**src/rtl/stream_mux_pkg.sv**
```systemverilog
// Shared definitions for the stream_mux family: mode encodings and index-width helper.
package stream_mux_pkg;

  localparam logic MODE_FIXED = 1'b0;
  localparam logic MODE_RR    = 1'b1;

  // Index width for an N-way selection; never narrower than one bit.
  function automatic int unsigned sel_width(input int unsigned n);
    return (n > 1) ? $clog2(n) : 1;
  endfunction

endpackage

```
**src/rtl/stream_mux_rr_arbiter.sv**
```systemverilog
// Combinational rotate-priority arbiter: grants the first requester after `last`, wrapping at N-1.
module rr_arbiter
  import stream_mux_pkg::*;
#(
  parameter int unsigned N = 4
) (
  input  logic [N-1:0]              req,
  input  logic [sel_width(N)-1:0]   last,
  output logic [sel_width(N)-1:0]   grant_idx,
  output logic                      grant_valid
);

  localparam int unsigned SELW = sel_width(N);

  int unsigned idx;

  // Offsets 1..N visit every channel once, ending at `last` itself.
  always_comb begin
    grant_valid = 1'b0;
    grant_idx   = '0;
    idx         = 0;
    for (int unsigned i = 1; i <= N; i++) begin
      idx = (32'(last) + i) % N;
      if (!grant_valid && req[SELW'(idx)]) begin
        grant_valid = 1'b1;
        grant_idx   = SELW'(idx);
      end
    end
  end

endmodule

```
**src/rtl/stream_mux.sv**
```systemverilog
// N-channel valid/ready stream multiplexer, fixed-select or round-robin, registered output.
module stream_mux
  import stream_mux_pkg::*;
#(
  parameter int unsigned N = 4,
  parameter int unsigned W = 8
) (
  input  logic                          clk,
  input  logic                          rst_n,
  input  logic [N*W-1:0]                in_data,
  input  logic [N-1:0]                  in_valid,
  output logic [N-1:0]                  in_ready,
  input  logic [sel_width(N)-1:0]       sel,
  input  logic                          mode,
  output logic [W-1:0]                  out_data,
  output logic                          out_valid,
  input  logic                          out_ready,
  output logic [sel_width(N)-1:0]       out_ch
);

  localparam int unsigned SELW  = sel_width(N);
  localparam int unsigned NSPAN = 2 ** SELW;

  logic [W-1:0]    out_data_q, out_data_d;
  logic            out_valid_q, out_valid_d;
  logic [SELW-1:0] out_ch_q, out_ch_d;
  logic [SELW-1:0] last_grant_q, last_grant_d;

  logic            load;
  logic [SELW-1:0] rr_idx;
  logic            rr_valid;
  logic [SELW-1:0] grant_idx;
  logic            grant_valid;
  logic [NSPAN-1:0] valid_ext;

  rr_arbiter #(
    .N(N)
  ) u_rr_arbiter (
    .req        (in_valid),
    .last       (last_grant_q),
    .grant_idx  (rr_idx),
    .grant_valid(rr_valid)
  );

  assign load = !out_valid_q || out_ready;

  // Out-of-range select values land on the zero-padded upper bits and never grant.
  always_comb begin
    valid_ext        = '0;
    valid_ext[N-1:0] = in_valid;
    if (mode == MODE_RR) begin
      grant_idx   = rr_idx;
      grant_valid = rr_valid;
    end else begin
      grant_idx   = sel;
      grant_valid = valid_ext[sel];
    end
  end

  always_comb begin
    in_ready = '0;
    if (load && grant_valid) begin
      in_ready = N'(1) << grant_idx;
    end
  end

  always_comb begin
    out_data_d   = out_data_q;
    out_ch_d     = out_ch_q;
    out_valid_d  = out_valid_q;
    last_grant_d = last_grant_q;
    if (load) begin
      out_valid_d = grant_valid;
      if (grant_valid) begin
        out_data_d   = in_data[grant_idx*W +: W];
        out_ch_d     = grant_idx;
        last_grant_d = grant_idx;
      end
    end
  end

  always_ff @(posedge clk or negedge rst_n) begin
    if (!rst_n) begin
      out_data_q   <= '0;
      out_valid_q  <= 1'b0;
      out_ch_q     <= '0;
      last_grant_q <= SELW'(N - 1);
    end else begin
      out_data_q   <= out_data_d;
      out_valid_q  <= out_valid_d;
      out_ch_q     <= out_ch_d;
      last_grant_q <= last_grant_d;
    end
  end

  assign out_data  = out_data_q;
  assign out_valid = out_valid_q;
  assign out_ch    = out_ch_q;

endmodule

```
**config.mk**
```make
export PLATFORM = sky130hd
export DESIGN_NAME = stream_mux
export DESIGN_NICKNAME = d
export VERILOG_FILES = /design/src/rtl/stream_mux_pkg.sv /design/src/rtl/stream_mux_rr_arbiter.sv /design/src/rtl/stream_mux.sv
export SDC_FILE = /design/constraint.sdc
export NUM_CORES = 1
export LEC_CHECK = 0
export CAP_MARGIN = 10
export CORE_MARGIN = 3
export CORE_UTILIZATION = 55
export CTS_BUF_LIST = sky130_fd_sc_hd__clkbuf_4
export DETAILED_ROUTE_END_ITERATION = 8
export DONT_BUFFER_PORTS = 1
export PLACE_DENSITY_LB_ADDON = 0.1
export REMOVE_ABC_BUFFERS = 1
export SLEW_MARGIN = 15
export SYNTH_ARGS = -nofsm -noshare
export SYNTH_HDL_FRONTEND = slang
export SYNTH_SLANG_ARGS = --single-unit
```
**constraint.sdc**
```tcl
create_clock -name clk -period 2.3 [get_ports clk]
set_input_delay 0.46 -clock clk [delete_from_list [all_inputs] [get_ports clk]]
set_output_delay 0.46 -clock clk [all_outputs]
set_load 0.005 [all_outputs]
```
==> flow_summary.ini <==
[floorplan]
die_w_um = 49.43
io_pins = 57
start_util = 0.5943
die_h_um = 49.43
placementRows = 15
core_area_um2 = 1745
dieArea_um2 = 2443

[logic_synthesis]
yosysWarnings = 0
synthArstFlopShare = 1.000
synthCells = 94
yosysMostFrequentCell = dfrtp_1
ys_ff_latch = 13
synthTopCellsByArea = dfrtp_1, mux2_4, mux2_2, o221a_1, dfstp_2
yosysTopAreaCell = dfrtp_1
synth_top_area_frac = 0.2654
seq_area_frac_synth = 0.3160
synth_common_cells = dfrtp_1, nand2_1, mux2_2
syn_avg_cell_area_um2 = 11.03
synthDistinctLibCells = 34
synth_flop_cell = dfrtp_1
netlist_area_um2 = 1037
synth_edf_count = 0

[clock_network]
cts_root_buf = clkbuf_4
cts_tree = built
htreeDepth = 1
cts_made_buffers = 3
cts.sinks = 13
clkLatencyLatePin_ps = 270
clkTransAtPathRegs_ps = 90
clockBufferDepth = 2

[power_and_ir_drop]
cellPowerDensity_nw_per_um2 = 721.5
pwr-share-seq = 0.397
swShare = 0.3232
power_leakage_uw = 0.0004980
vdd_ir_drop_max_mv = 0.4513
power.share.clock = 0.177
intPower_uw = 593.3
power_frac_comb = 0.427
switchingPower_uw = 283.3

[grt]
grt_pass1_vias = 844
grt_antenna_before_repair = 0
track_usage = 0.1976
overflow = 0
grt_pass1_wl_mm = 3.760
grt_max_degree = 12

[sta]
hold_ws_ps = 16.48
fin_worst_skew_ps = 7.488
hold_viol_final = 0
relSlewSlack = 0.6304
drv_slew = 0
setup_viol = 0
grt_setup_unrepaired = true
fin_ws_ps = 38.11
min_period_ps = 2262
worst_pin_slew_ps = 552.6
setup_tns_ps = 0
min_period_over_period = 0.9834
fmax_mhz = 442.1

[worst_setup_path]
cp.arrival_ps = 1800
rr_startpoint = last_grant_q[0]$_DFFE_PN1P_
path_class = flop to output port
worst_r2r_path_depth = 8
cp-start-kind = flop
cp-end-kind = output port
crit_fanout = 6
cp_data_required_time_ps = 1840
reg2reg_slack_ps = 110
reg2reg_to = out_data[3]$_DFFE_PN0P_

[placement]
dp_slack_ps = 156.1
hpwl_mm = 1.645
gp_congestion = 0.7312
place.port_buffers = 0

[finish]
nFillCells = 141
area_growth_pct = 17.13
nets = 146
diodes = 0
drive_gt1_frac = 0.4660

[status]
outcome = finished, final reports clean

[route]
drt-vias-per-instance = 6.289
post-route-drc-count = 0
via_count = 805
ant_nets = 0
drt_pass1_iterations = 4
wl_mm = 2.359
wl_per_cell_um = 18.43
drtIter0Drc = 13

[hold_path]
hp-class = input pin to async pin

[run]
drv_cap = 0
## state kept, by name, summed over array words and instances, names as in the netlist
| signal | flops |
|---|---|
| out_data | 8 |
| out_valid | 1 |
| out_ch | 2 |
| last_grant_q | 2 |
## power by group through the flow
| stage | Clock, uW | Combinational (uW) | Sequential, uW |
|---|---|---|---|
| after global routing | 165 | 406 | 356 |
| after floorplan | 0 | 236 | 337 |
| final | 155 | 374 | 348 |
| after detailed placement | 0 | 283 | 351 |
| after CTS | 160 | 325 | 345 |
| after global placement | 0 | 274 | 351 |
## how the worst max path moves through the flow
stage | start | end | slack [ps] | depth (start not counted)
after detailed placement | last_grant_q[1]$_DFFE_PN1P_ | in_ready[1] | 160 | 5
after floorplan | last_grant_q[0]$_DFFE_PN1P_ | in_ready[2] | 190 | 6
after global routing | last_grant_q[1]$_DFFE_PN1P_ | in_ready[1] | -50 | 7
after CTS | last_grant_q[1]$_DFFE_PN1P_ | in_ready[0] | 20 | 6
after global placement | last_grant_q[1]$_DFFE_PN1P_ | in_ready[1] | 190 | 5
final | last_grant_q[1]$_DFFE_PN1P_ | in_ready[1] | 40 | 7
## cell families (layout without fill, tap and decap cells)
family / after synthesis / count (layout) / share of synthesized area
mux: 17 / 17 / 0.2207
compound gates: 17 / 17 / 0.1580
flops: 13 / 13 / 0.3160
simple gates: 42 / 42 / 0.2449
buf+inv: 5 / 14 / 0.06031
## per-layer routing
| layer | wire (um) | GRT usage | up-vias | share of wire |
|---|---|---|---|---|
| li1 | - | - | 371 | - |
| met5 | 0 | 0 | - | 0 |
| met4 | 0 | 0.04147 | 0 | 0 |
| met2 | 1198 | 0.3326 | 40 | 0.51 |
| met1 | 961 | 0.2462 | 394 | 0.41 |
| met3 | 199 | 0.06422 | 0 | 0.084 |
## placed cells by master, fill, tap and decap left out, types with 2 or more instances in the layout
cell / instances
buf_6: 2
clkbuf_4: 4
or2b_1: 4
nand2_1: 10
o221a_1: 8
buf_4: 5
dfrtp_1: 11
and3_1: 2
a21oi_1: 2
mux2_2: 9
mux2_4: 7
a31oi_4: 2
dfstp_2: 2
nand3_2: 2
nor2_1: 6
nand2b_1: 5
## layout make-up
type | instances | area, um^2 | area share
clock buffers | 4 | 30.03 | 0.02472
inverters | 1 | 3.754 | 0.003090
multi-input cells | 76 | 732.0 | 0.6025
flip-flops and latches | 13 | 327.8 | 0.2698
well taps | 25 | 31.28 | 0.02575
repair buffers | 9 | 90.09 | 0.07415
## metrics by stage
stage	instances	util	power, uW	area [um^2]
2_1_floorplan	90	-	572.6	978.4
3_3_place_gp	118	0.5914	624.5	1032
3_5_place_dp	118	0.5914	633.6	1032
4_1_cts	125	0.6459	829.6	1127
5_1_grt	128	0.6961	927.3	1215
6_report	128	0.6961	876.6	1215
## critical path, stage by stage, from the launching register on
cell     delay, ps
dfstp_2        580
buf_6          120
nor4b_4         50
a31oi_4        160
nand4_1        120
o221a_4        170
buf_12         140
nor3_4         190
## repair_timing
action                                 CTS  global route
pin swaps                                3             4
gates cloned                             0             0
setup buffers                            2             3
endpoints found under the hold margin   11             0
hold buffers                             1             0
setup endpoints to repair                2             4
gates resized for setup                  7            11
(Power assumes the default switching activity.)
